$ cat config.mk
export PLATFORM = sky130hd
export DESIGN_NAME = product_accumulator
export DESIGN_NICKNAME = d
export VERILOG_FILES = /design/src/rtl/product_accumulator.sv
export SDC_FILE = /design/constraint.sdc
export NUM_CORES = 1
export LEC_CHECK = 0
export ABC_CLOCK_PERIOD_IN_PS = 6800
export BUFFER_PORTS_ARGS = -buffer_cell sky130_fd_sc_hd__buf_2
export CORE_ASPECT_RATIO = 2
export CORE_MARGIN = 3
export CORE_UTILIZATION = 47
export DETAILED_ROUTE_END_ITERATION = 8
export PLACE_DENSITY = 0.73
export SYNTH_ARGS = -nofsm -noshare
export SYNTH_HDL_FRONTEND = slang
export SYNTH_SLANG_ARGS = --single-unit
$ cat constraint.sdc
create_clock -name clk -period 6.8 [get_ports clk]
set_input_delay 0 -clock clk [delete_from_list [all_inputs] [get_ports clk]]
set_output_delay 0 -clock clk [all_outputs]
set_load 0.01 [all_outputs]
$ cat src/rtl/product_accumulator.sv
// -----------------------------------------------------------------------------
// product_accumulator
//
// Sums a burst of unsigned product words (e.g. from an upstream 4x4 multiplier)
// and presents the finished sum on a valid/ready output port.
//
// A burst begins with a one-cycle start pulse while idle. len is sampled at
// that point and gives the number of products to accumulate (0 means
// 2^LEN_W). Products are accepted one per cycle while in_valid is high. After
// the last product is accepted, the sum is registered and offered on out_data
// until the consumer takes it.
//
// Handshake semantics (both ports): a transfer happens on a rising clk edge
// where valid and ready are both 1. in_ready and out_valid come only from the
// registered state, so they never depend combinationally on in_valid or
// out_ready. out_data and count stay stable while out_valid=1 and out_ready=0.
//
// Ports
//   clk          in   rising-edge clock for all state
//   rst_n        in   asynchronous active-low reset
//   start        in   begin a burst (honoured only in IDLE)
//   len          in   burst length, sampled on an accepted start; 0 = 2^LEN_W
//   clr          in   synchronous abort/clear; overrides everything else
//   in_valid     in   in_data carries a product
//   in_data      in   unsigned product word
//   in_ready     out  product accepted this cycle when in_valid=1
//   out_valid    out  out_data holds a finished burst sum
//   out_data     out  burst sum
//   out_ready    in   downstream accepts out_data
//   busy         out  burst in progress or result pending (ACCUM or DONE)
//   count        out  products accepted in the current burst
//   dbg_state_o  out  raw FSM state encoding for observation
// -----------------------------------------------------------------------------
module product_accumulator #(
    parameter int DATA_W = 8,
    parameter int ACC_W  = 16,
    parameter int LEN_W  = 8
) (
    input  logic              clk,
    input  logic              rst_n,
    input  logic              start,
    input  logic [LEN_W-1:0]  len,
    input  logic              clr,
    input  logic              in_valid,
    input  logic [DATA_W-1:0] in_data,
    output logic              in_ready,
    output logic              out_valid,
    output logic [ACC_W-1:0]  out_data,
    input  logic              out_ready,
    output logic              busy,
    output logic [LEN_W:0]    count,
    output logic [1:0]        dbg_state_o
);

    typedef enum logic [1:0] {
        S_IDLE  = 2'd0,
        S_ACCUM = 2'd1,
        S_DONE  = 2'd2
    } state_e;

    // Target for len==0: the full 2^LEN_W beats, which needs the extra bit.
    localparam logic [LEN_W:0] FULL_BURST = {1'b1, {LEN_W{1'b0}}};
    localparam logic [LEN_W:0] COUNT_ONE  = {{LEN_W{1'b0}}, 1'b1};

    state_e            state_q,    state_d;
    logic [ACC_W-1:0]  acc_q,      acc_d;
    logic [LEN_W:0]    count_q,    count_d;
    logic [LEN_W:0]    target_q,   target_d;
    logic [ACC_W-1:0]  out_data_q, out_data_d;

    logic              beat;
    logic [ACC_W-1:0]  sum;
    logic [LEN_W:0]    count_inc;

    // A beat can only be taken in ACCUM, where in_ready is 1.
    assign beat      = (state_q == S_ACCUM) && in_valid;
    // Zero-extend the product; the width relation guarantees no wrap for any
    // legal burst, so no saturation logic is needed.
    assign sum       = acc_q + {{(ACC_W-DATA_W){1'b0}}, in_data};
    assign count_inc = count_q + COUNT_ONE;

    // -------------------------------------------------------------------------
    // Next-state and datapath update
    // -------------------------------------------------------------------------
    always_comb begin
        state_d    = state_q;
        acc_d      = acc_q;
        count_d    = count_q;
        target_d   = target_q;
        out_data_d = out_data_q;

        if (clr) begin
            // Abort from any state; also wins over a simultaneous start.
            state_d    = S_IDLE;
            acc_d      = '0;
            count_d    = '0;
            target_d   = '0;
            out_data_d = '0;
        end else begin
            unique case (state_q)
                S_IDLE: begin
                    if (start) begin
                        state_d  = S_ACCUM;
                        acc_d    = '0;
                        count_d  = '0;
                        target_d = (len == '0) ? FULL_BURST : {1'b0, len};
                    end
                end

                S_ACCUM: begin
                    if (beat) begin
                        acc_d   = sum;
                        count_d = count_inc;
                        // Last beat: capture the final sum directly so the
                        // result is valid the cycle after this beat.
                        if (count_inc == target_q) begin
                            out_data_d = sum;
                            state_d    = S_DONE;
                        end
                    end
                end

                S_DONE: begin
                    if (out_ready) begin
                        state_d = S_IDLE;
                    end
                end

                default: begin
                    state_d = S_IDLE;
                end
            endcase
        end
    end

    // -------------------------------------------------------------------------
    // State registers
    // -------------------------------------------------------------------------
    always_ff @(posedge clk or negedge rst_n) begin
        if (!rst_n) begin
            state_q    <= S_IDLE;
            acc_q      <= '0;
            count_q    <= '0;
            target_q   <= '0;
            out_data_q <= '0;
        end else begin
            state_q    <= state_d;
            acc_q      <= acc_d;
            count_q    <= count_d;
            target_q   <= target_d;
            out_data_q <= out_data_d;
        end
    end

    // -------------------------------------------------------------------------
    // Outputs: all decoded from registered state only
    // -------------------------------------------------------------------------
    assign in_ready    = (state_q == S_ACCUM);
    assign out_valid   = (state_q == S_DONE);
    assign busy        = (state_q != S_IDLE);
    assign out_data    = out_data_q;
    assign count       = count_q;
    assign dbg_state_o = state_q;

endmodule

==> results of run 1 <==
power groups by stage:
stage | Sequential, mW | Clock [mW] | Combinational (mW)
finish | 0.322 | 0.248 | 0.0930
floorplan | 0.327 | 0 | 0.0556
detailed placement | 0.328 | 0 | 0.0883
global route | 0.323 | 0.268 | 0.105
global placement | 0.327 | 0 | 0.0863
CTS | 0.322 | 0.255 | 0.0936
sequential cells by signal (all words and copies together), names as in the netlist:
signal,cells
target_q,9
out_data,16
count,9
dbg_state_o,2
acc_q,16
worst paths after layout:
check,startpoint,to,slack (ns),cells past startpoint
min,out_ready,dbg_state_o[1],0.03,3
min reg2reg,acc_q[6],acc_q[6],0.49,2
max in group asynchronous,rst_n,acc_q[0],5.99,3
min in group asynchronous,rst_n,dbg_state_o[1],0.34,3
max,count[0],out_data[9],3.49,7
max reg2reg,count[0],out_data[9],3.49,7
layout make-up:
type                            count  share of cell area (%)
Clock inverter                      3                   0.516
Clock buffer                        5                    3.44
Inverter                            7                   0.722
Sequential cell                    52                    35.8
Multi-Input combinational cell    261                    45.9
Timing Repair Buffer               65                    10.7
Tap cell                           86                    2.96
what timing repair did:
action	4_1_cts	5_1_grt
setup buffers	0	0
endpoints found under the setup margin	0	0
hold endpoints to repair	62	0
hold buffers	11	0
synthesized netlist by cell type, drive strengths merged, types with 3 or more instances:
| library cell | instances |
|---|---|
| ha | 9 |
| nand2 | 48 |
| and2 | 5 |
| inv | 7 |
| or3 | 4 |
| nand3 | 10 |
| a31o | 5 |
| buf | 6 |
| nor4 | 4 |
| nor2 | 17 |
| o21ai | 32 |
| xnor2 | 10 |
| a21oi | 22 |
| o31ai | 18 |
| nor3 | 5 |
| and3 | 5 |
| dfrtp | 52 |
| a22o | 5 |
| o211ai | 10 |
| nor2b | 6 |
| nor4b | 4 |
| xor2 | 10 |
| a21o | 3 |
| nand4 | 3 |
| clkbuf | 16 |
| a31oi | 3 |
kinds of logic (layout without fill, tap and decap cells):
family / after synthesis / in the layout / share of synthesized area [%]
xor gates and xnor gates: 20 / 20 / 5.64
adders and majority gates: 10 / 10 / 4.27
muxes: 2 / 2 / 0.685
and+or+nand+nor: 118 / 118 / 18.7
AOI/OAI and AO/OA: 111 / 111 / 24.5
buffers and inverters: 29 / 80 / 4.31
DFF: 52 / 52 / 41.9
stage by stage:
stage / instances / worst slack, ns
floorplan: 342 / 4.24
CTS: 479 / 3.50
global route: 479 / 3.21
finish: 479 / 3.49
detailed placement: 460 / 3.52
global placement: 460 / 3.59
critical path, cell delays in order, from the launching register on:
cell and delay (ns):
sky130_fd_sc_hd__dfrtp_1 0.50, sky130_fd_sc_hd__ha_1 0.42, sky130_fd_sc_hd__and3_2 0.29, sky130_fd_sc_hd__a21oi_1 0.08, sky130_fd_sc_hd__nand4b_1 0.19, sky130_fd_sc_hd__or4_1 0.75
sky130_fd_sc_hd__or2_1 0.57, sky130_fd_sc_hd__mux2_1 0.41
cell usage in the layout (no fill, tap or decap), types with 10 or more instances in the layout:
master and instances:
sky130_fd_sc_hd__dlygate4sd3_1 11, sky130_fd_sc_hd__a21oi_1 22, sky130_fd_sc_hd__nand2_1 48, sky130_fd_sc_hd__nor2_1 17, sky130_fd_sc_hd__dfrtp_1 52, sky130_fd_sc_hd__o21ai_0 25
sky130_fd_sc_hd__o211ai_1 10, sky130_fd_sc_hd__o31ai_1 10, sky130_fd_sc_hd__xnor2_1 10, sky130_fd_sc_hd__buf_2 51, sky130_fd_sc_hd__xor2_1 10
routing by layer:
metal | track usage, % | up-vias | share of wire, %
met4 | 10.4 | 0 | 3.4
li1 | - | 1349 | -
met5 | 0 | - | 0
met3 | 2.59 | 19 | 2.6
met2 | 40.0 | 58 | 56
met1 | 23.8 | 1329 | 38
==> implementation parameters, run 1 <==
Parameter                              Value

CTS
  Insertion delay of the later-clocked pin in the worst-skew pair ... 0.29 ns
  Clock tree from TritonCTS ... yes
  Clock buffers created by TritonCTS ... 5
  Worst-case clock buffer depth ... 2
  Clk sink count ... 52
  Clock transition at the registers of the reported paths ... 0.07 ns
  Buffer type at the clock tree root ... sky130_fd_sc_hd__clkbuf_16
  # H-tree levels ... 2
  Post-CTS sizing ... 0

Timing
  Hold Violations, Final ... 0
  Worst hold margin ... 0.0300 ns
  Final TNS setup ... 0 ns
  Setup repair after global routing missed its margin ... false
  Max-slew violation count ... 0
  Transition at the pin with the smallest max-transition slack ... 0.884 ns
  Setup-failing EPs final ... 0
  Worst Clk Skew ... 0.00531 ns
  Max-slew headroom ... 40.9%
  Timing-limited maximum frequency ... 0.302 GHz
  Final period util ... 48.7%
  Final critical delay including setup and external delays ... 3.31 ns

Pwr
  Pint ... 0.486 mW
  Part of the power in combinational logic ... 14.0%
  Maximum vdd drop ... 195 uV
  Switching Share ... 26.7%
  Areal power density over the cells ... 182 nW/um^2
  Reported net switching power ... 0.177 mW
  Standby leakage power ... 1.68 nW
  Overall power after layout ... 0.663 mW
  Sequential cell fraction of total power ... 48.6%
  Clock Power Share ... 37.4%

Global route
  Antenna violations before repair ... 0
  Vias in the first global route ... 2741
  Remaining Overflow, GRT ... 0
  Largest net degree at the start of global routing ... 53
  Wire length of the first global-routing pass ... 13.1 mm
  GRT Util Overall ... 21.6%

Flow run
  Max capacitance violation total ... 0

Logic synthesis
  Count of distinct cell types in the synthesized netlist ... 52
  Number of storage elements in the synthesis netlist ... 52
  Fraction of synthesized cell area taken by the top area cell type ... 41.9%
  Post-Syn Nets ... 374
  Prevailing post-synth register cell ... sky130_fd_sc_hd__dfrtp_1
  Yosys top cell by area ... sky130_fd_sc_hd__dfrtp_1
  Number of enable flip-flop cells after synthesis ... 0
  Synthesized area per cell ... 9.08 sq um
  FFs w/ async S/R, synth ... 100%
  Gate Count Post-Synth ... 342
  Post-synthesis instance area ... 3110 sq um
  Synthesis warning total ... 0
  Top area cells in the synthesized netlist ... sky130_fd_sc_hd__dfrtp_1, sky130_fd_sc_hd__nand2_1, sky130_fd_sc_hd__o21ai_0
  Fraction of the yosys area taken by sequential cells ... 41.9%

Cells and area
  Fraction of layout cells with a size suffix above 1 ... 18.6%
  NumNets Final ... 424
  Area delta synth->final ... 17.1%
  Sequential cell area ... 1300 sq um
  Fill cell total of the finished layout ... 625
  Core Util, Final ... 57.2%
  Cell area after layout ... 3640 sq um
  Antenna diode count ... 0
  Multi-input gate area in the final layout ... 1670 sq um

Critical path
  Worst endpoint data arrival time ... 3.49 ns
  Critical path peak fanout ... 16
  Data required, critical path ... 6.97 ns
  Worst setup SP type ... flop
  Category of the most critical setup path ... reg2reg
  Kind of end point of the critical path ... flop

Floorplan
  Height of the die ... 121 microns
  Initial core utilization ... 48.8%
  Core region area ... 6360 sq um
  Number of placed I/O pins ... 52
  Total Die Area ... 7680 sq um
  Width of the die ... 63.5 microns
  Placement row count ... 41

Placement
  Final Wtd Congestion ... 0.824
  Number of buffer cells added on primary ports ... 51
  Hpwl dp ... 5.62 mm
  Instance area at placement ... 3380 sq um

Detailed routing
  Via density per instance ... 5.75
  1st-iter DRT viols ... 115
  Final wirelength ... 7.68 mm
  Pre-antenna DRT Iters ... 4
  Remaining number of nets flagged by the antenna check after routing ... 0
  Routed vias ... 2755
  Avg WL per Cell ... 16.0 microns
  Total DRC errors in the routed layout ... 0

Run status
  Outcome ... finished clean

Worst hold path
  Class of the tightest hold or removal check ... in2reg
No activity file was read; power rests on OpenSTA's default activity.
==> run 2, diff against run 1 <==
--- a/config.mk
+++ b/config.mk
@@ -5,7 +5,7 @@
 export SDC_FILE = /design/constraint.sdc
 export NUM_CORES = 1
 export LEC_CHECK = 0
-export ABC_CLOCK_PERIOD_IN_PS = 6800
+export ABC_CLOCK_PERIOD_IN_PS = 3200
 export BUFFER_PORTS_ARGS = -buffer_cell sky130_fd_sc_hd__buf_2
 export CORE_ASPECT_RATIO = 2
 export CORE_MARGIN = 3
==> constraint.sdc (replaced) <==
create_clock -name clk -period 3.2 [get_ports clk]
set_input_delay 0 -clock clk [delete_from_list [all_inputs] [get_ports clk]]
set_output_delay 0 -clock clk [all_outputs]
set_load 0.01 [all_outputs]
==> implementation parameters, run 2 (same netlist as run 1, synthesis figures left out) <==
Parameter                              Value

Cells and area
  Area delta synth->final ... 18.9%
  Fraction of layout cells with a size suffix above 1 ... 19.7% (+1.1 points)
  NumNets Final ... 427 (+0.71%)
  Antenna diode count ... 0 (unchanged)
  Leading cell types in the layout, fill and taps excluded ... sky130_fd_sc_hd__dfrtp_1, sky130_fd_sc_hd__buf_2, sky130_fd_sc_hd__nand2_1
  Most common cell after layout, fill and taps aside ... sky130_fd_sc_hd__dfrtp_1
  Cell area after layout ... 3690 sq um (+1.5%)

Placement
  Worst-case setup slack after placement ... 0.283 ns (-3.24 ns)
  Instance area at placement ... 3410 sq um (+0.67%)
  Number of buffer cells added on primary ports ... 51 (unchanged)
  Final Wtd Congestion ... 0.850 (+3.2%)
  Hpwl dp ... 5.73 mm (+1.8%)

CTS
  Buffer type at the clock tree root ... sky130_fd_sc_hd__clkbuf_16
  Worst-case clock buffer depth ... 2 (unchanged)
  Setup Fix Bufs, Post-CTS ... 0 (unchanged)
  # H-tree levels ... 2 (unchanged)
  Clock tree from TritonCTS ... yes
  Insertion delay of the later-clocked pin in the worst-skew pair ... 0.30 ns (about the same)
  Clock transition at the registers of the reported paths ... 0.07 ns (about the same)
  Clk sink count ... 52 (unchanged)
  Clock buffers created by TritonCTS ... 5 (unchanged)

Timing
  Max-slew violation count ... 0 (unchanged)
  Transition at the pin with the smallest max-transition slack ... 0.870 ns (-0.0138 ns)
  Setup-failing EPs final ... 0 (unchanged)
  Final TNS setup ... 0 ns (unchanged)
  Max-slew headroom ... 41.8% (+0.92 points)
  Worst Clk Skew ... 0.00844 ns (+0.00312 ns)
  Final period util ... 92.3% (+44 points)
  Final worst-path setup slack ... 0.248 ns (-3.24 ns)
  Setup repair after global routing missed its margin ... false
  Final critical delay including setup and external delays ... 2.95 ns (-0.362 ns)
  Timing-limited maximum frequency ... 0.339 GHz (+12%)
  Hold Violations, Final ... 0 (unchanged)

Critical path
  Worst setup SP type ... flop
  Critical path peak fanout ... 12 (-4)
  Worst endpoint data arrival time ... 3.16 ns (-0.33 ns)
  Kind of end point of the critical path ... flop
  Cells along the critical path ... ha_1, and3_2, a21oi_1, nand4b_1, or4_1, or2_1, buf_4, o31ai_2
  Data required, critical path ... 3.41 ns (-3.56 ns)
  Slowest cell delay on critical path ... 0.52 ns (-0.23 ns)
  Cell with the largest stage delay on the worst path ... sky130_fd_sc_hd__or4_1
  Delay-heaviest family, CP ... simple AND/OR/NAND/NOR gates
  Category of the most critical setup path ... reg2reg
  Buffers plus inverters on the worst setup path ... 1 (+1)

Floorplan
  Width of the die ... 63.5 microns (unchanged)
  Number of placed I/O pins ... 52 (unchanged)
  Initial core utilization ... 48.8% (unchanged)
  Placement row count ... 41 (unchanged)
  Core region area ... 6360 sq um (unchanged)
  Total Die Area ... 7680 sq um (unchanged)
  Height of the die ... 121 microns (unchanged)

Detailed routing
  Pre-antenna DRT Iters ... 4 (unchanged)
  Via density per instance ... 5.80 (+0.86%)
  Routed vias ... 2796 (+1.5%)
  1st-iter DRT viols ... 137 (+19%)
  Avg WL per Cell ... 16.0 microns (-0.29%)
  Final wirelength ... 7.70 mm (+0.34%)
  Remaining number of nets flagged by the antenna check after routing ... 0 (unchanged)
  Total DRC errors in the routed layout ... 0 (unchanged)

Global route
  Wire length of the first global-routing pass ... 13.1 mm (+0.31%)
  Remaining Overflow, GRT ... 0 (unchanged)
  Antenna violations before repair ... 0 (unchanged)
  Largest net degree at the start of global routing ... 34 (-36%)
  Vias in the first global route ... 2798 (+2.1%)
  GRT Util Overall ... 21.7% (+0.030 points)

Worst hold path
  Class of the tightest hold or removal check ... in2reg

Pwr
  Areal power density over the cells ... 407 nW/um^2 (+120%)
  Standby leakage power ... 1.70 nW (+1.3%)
  Maximum vdd drop ... 344 uV (+76%)
  Overall power after layout ... 1.50 mW (+130%)

Flow run
  Max capacitance violation total ... 0 (unchanged)

Run status
  Outcome ... finished clean
-- run 2: changes by cell type in the layout (fill, tap and decap cells not counted), sizes merged --
| cell | before | now |
|---|---|---|
| bufinv | 0 | 1 |
| buf | 54 | 57 |
| clkinv | 3 | 1 |
| clkinvlp | 0 | 1 |
-- run 2: metal layers --
| metal | routed length [microns] | vias to the layer above | GRT usage, % |
|---|---|---|---|
| met3 | 282 | 26 | 3.15 |
| met4 | 380 | 0 | 14.1 |
| met1 | 2820 | 1348 | 22.9 |
| met5 | 0 | - | 0 |
| met2 | 4220 | 74 | 39.0 |
| li1 | - | 1348 | - |
-- run 2: path summary, 6_finish.rpt --
| path | from | endpoint | slack [ns] | cells after the start |
|---|---|---|---|---|
| min in group asynchronous | rst_n | acc_q[9] | 0.28 | 2 |
| hold reg to reg | acc_q[2] | acc_q[2] | 0.50 | 2 |
| setup reg to reg | count[0] | out_data[3] | 0.25 | 8 |
| max in group asynchronous | rst_n | out_data[3] | 2.18 | 3 |
| hold / removal | out_ready | dbg_state_o[1] | 0.01 | 3 |
| setup / recovery | count[0] | out_data[3] | 0.25 | 8 |
-- run 2: worst reg2reg max path, stage by stage, from the launching register on --
cell	delay (ns)
sky130_fd_sc_hd__dfrtp_1	0.50
sky130_fd_sc_hd__ha_1	0.43
sky130_fd_sc_hd__and3_2	0.29
sky130_fd_sc_hd__a21oi_1	0.08
sky130_fd_sc_hd__nand4b_1	0.21
sky130_fd_sc_hd__or4_1	0.52
sky130_fd_sc_hd__or2_1	0.40
sky130_fd_sc_hd__buf_4	0.24
sky130_fd_sc_hd__o31ai_2	0.21
-- run 2: report_power, final --
group	total, mW	switching, mW	internal, mW
registers	0.684	0.0133	0.671
clock network	0.618	0.250	0.368
logic	0.201	0.124	0.0764
-- run 2: cell type report --
type | instances | area [sq um]
fill | 609 | 2670
multi-input combinational | 261 | 1680
sequential | 52 | 1300
timing repair buffer | 68 | 410
clock buffer | 5 | 125
tap | 86 | 108
clock inverter | 3 | 42.5
inverter | 7 | 26.3
-- run 2: through the flow --
step	util [%]	hold slack, ns	instances
floorplan	-	-0.296	342
global placement	53.5	0.101	463
detailed placement	53.5	0.109	463
CTS	57.9	0.0106	482
global route	58.1	0.0314	482
finish	58.1	0.0107	482
-- run 2: repair_timing --
action	in CTS	in global routing
hold buffers	11	0
setup endpoints to repair	0	2
hold endpoints to repair	42	0
gates resized for setup	0	2
==> run 3, diff against run 2 <==
--- a/config.mk
+++ b/config.mk
@@ -11,6 +11,7 @@
 export CORE_MARGIN = 3
 export CORE_UTILIZATION = 47
 export DETAILED_ROUTE_END_ITERATION = 8
+export HOLD_SLACK_MARGIN = 0.03
 export PLACE_DENSITY = 0.73
 export SYNTH_ARGS = -nofsm -noshare
 export SYNTH_HDL_FRONTEND = slang
==> implementation parameters, run 3 (same netlist as run 1, synthesis figures left out) <==
Parameter                              Value

Floorplan
  Core region area ... 6360 sq um (unchanged)
  Total Die Area ... 7680 sq um (unchanged)
  Placement row count ... 41 (unchanged)
  Width of the die ... 63.5 microns (unchanged)
  Initial core utilization ... 48.8% (unchanged)
  Number of placed I/O pins ... 52 (unchanged)
  Height of the die ... 121 microns (unchanged)

Critical path
  Worst R2R Start ... count[0]
  Delay-heaviest family, CP ... simple AND/OR/NAND/NOR gates
  Slowest cell delay on critical path ... 0.52 ns (about the same)
  R2R cell count ... 8 (unchanged)
  Data required, critical path ... 3.44 ns (+0.03 ns)
  Worst endpoint data arrival time ... 3.20 ns (+0.04 ns)
  Critical path peak fanout ... 15 (+3)
  Cell with the largest stage delay on the worst path ... sky130_fd_sc_hd__or4_1
  Cells along the critical path ... ha_1, and3_2, a21oi_1, nand4b_1, or4_1, buf_4, a2111oi_0, a31o_1
  Worst setup SP type ... flop
  Kind of end point of the critical path ... flop
  Setup crit start ... count[0]
  Category of the most critical setup path ... reg2reg
  Logic depth of the worst path, buffers included ... 8 (unchanged)
  Buffers plus inverters on the worst setup path ... 1 (unchanged)

Cells and area
  Multi-input gate area in the final layout ... 1680 sq um (unchanged)
  Antenna diode count ... 0 (unchanged)
  NumNets Final ... 428 (+0.23%)
  Fill cell total of the finished layout ... 608 (-0.16%)
  Most common cell after layout, fill and taps aside ... sky130_fd_sc_hd__dfrtp_1
  Fraction of layout cells with a size suffix above 1 ... 19.6% (-0.050 points)
  Core Util, Final ... 58.2% (+0.16 points)
  Final instance count without filler cells ... 483 (+0.21%)
  Leading cell types in the layout, fill and taps excluded ... sky130_fd_sc_hd__dfrtp_1, sky130_fd_sc_hd__buf_2, sky130_fd_sc_hd__nand2_1
  Cell area after layout ... 3700 sq um (+0.27%)
  Area delta synth->final ... 19.3%
  Sequential cell area ... 1300 sq um (unchanged)

Worst hold path
  Hold-critical path depth ... 4 (+1)
  Hold_sp ... in_data[0]
  Class of the tightest hold or removal check ... in2reg

Detailed routing
  Metal1 wirelength ... 2.84 mm (+0.74%)
  Amount of wire on met3 after detailed routing ... 282 microns (unchanged)
  Remaining number of nets flagged by the antenna check after routing ... 0 (unchanged)
  Pre-antenna DRT Iters ... 4 (unchanged)
  1st-iter DRT viols ... 143 (+4.4%)
  Via density per instance ... 5.82 (+0.29%)
  Final wirelength ... 7.72 mm (+0.18%)
  Avg WL per Cell ... 16.0 microns (about the same)
  Total DRC errors in the routed layout ... 0 (unchanged)
  Top Metal Used ... met4
  Met2 Routed Length ... 4.21 mm (-0.19%)
  Routed vias ... 2810 (+0.50%)

Pwr
  Standby leakage power ... 1.71 nW (+0.25%)
  Overall power after layout ... 1.50 mW (about the same)
  Areal power density over the cells ... 406 nW/um^2 (-0.18%)
  Maximum vdd drop ... 344 uV (about the same)

CTS
  Clock transition at the registers of the reported paths ... 0.07 ns (about the same)
  Clock tree from TritonCTS ... yes
  Setup Fix Bufs, Post-CTS ... 0 (unchanged)
  Clock buffers created by TritonCTS ... 5 (unchanged)
  Insertion delay of the later-clocked pin in the worst-skew pair ... 0.30 ns (about the same)
  # H-tree levels ... 2 (unchanged)
  Worst-case clock buffer depth ... 2 (unchanged)
  Clk sink count ... 52 (unchanged)
  Buffer type at the clock tree root ... sky130_fd_sc_hd__clkbuf_16

Global route
  Largest net degree at the start of global routing ... 34 (unchanged)
  Wire length of the first global-routing pass ... 13.2 mm (+0.32%)
  Vias in the first global route ... 2803 (+0.18%)
  Antenna violations before repair ... 0 (unchanged)
  GRT Util Overall ... 21.7% (+0.058 points)
  Remaining Overflow, GRT ... 0 (unchanged)

Timing
  Setup repair after global routing missed its margin ... false
  Final TNS setup ... 0 ns (unchanged)
  Timing-limited maximum frequency ... 0.339 GHz (about the same)
  Max-slew headroom ... 41.5% (-0.39 points)
  Final period util ... 92.3% (about the same)
  Hold Violations, Final ... 0 (unchanged)
  Worst hold margin ... 0.200 ns (+0.189 ns)
  Setup-failing EPs final ... 0 (unchanged)
  Transition at the pin with the smallest max-transition slack ... 0.876 ns (+0.00582 ns)
  Final critical delay including setup and external delays ... 2.95 ns (+0.00190 ns)
  Final worst-path setup slack ... 0.246 ns (-0.00190 ns)
  Worst Clk Skew ... 0.00895 ns (+0.000517 ns)
  Max-slew violation count ... 0 (unchanged)

Placement
  Number of buffer cells added on primary ports ... 51 (unchanged)
  Hpwl dp ... 5.73 mm (unchanged)
  Cell total after placement ... 463 (unchanged)
  Final Wtd Congestion ... 0.850 (unchanged)
  Instance area at placement ... 3410 sq um (unchanged)
  Worst-case setup slack after placement ... 0.283 ns (unchanged)

Flow run
  Max capacitance violation total ... 0 (unchanged)

Run status
  Outcome ... finished clean
run 3: worst min-delay path: stages:
cell,delay (ns)
sky130_fd_sc_hd__buf_2,0.09
sky130_fd_sc_hd__ha_1,0.17
sky130_fd_sc_hd__nand2_1,0.05
sky130_fd_sc_hd__o21ai_0,0.14
run 3: worst paths after layout:
kind	end	slack, ns
worst max register to register	out_data[10]	0.25
min in group asynchronous	acc_q[9]	0.29
worst max-delay path	out_data[10]	0.25
worst min register to register	acc_q[2]	0.50
worst min-delay path	acc_q[0]	0.20
max in group asynchronous	out_data[3]	2.18
run 3: layer usage:
metal | track usage [%] | vias to the layer above
li1 | - | 1352
met1 | 23.1 | 1348
met2 | 39.0 | 84
met3 | 3.15 | 26
met4 | 14.1 | 0
met5 | 0 | -
run 3: layout make-up:
type,count,area share [%]
Sequential cell,52,35.1
Clock inverter,3,1.15
Multi-Input combinational cell,261,45.4
Clock buffer,5,3.38
Tap cell,86,2.91
Timing Repair Buffer,69,11.4
Inverter,7,0.709
run 3: report_power, final:
| part | switching (mW) | total [mW] | internal (mW) |
|---|---|---|---|
| registers | 0.0133 | 0.684 | 0.671 |
| clock network | 0.250 | 0.618 | 0.368 |
| logic | 0.125 | 0.202 | 0.0772 |
run 3: repair_timing:
item | CTS | global route
gates resized for setup | 0 | 2
hold endpoints to repair | 43 | 0
endpoints found under the setup margin | 0 | 2
hold buffers | 12 | 0
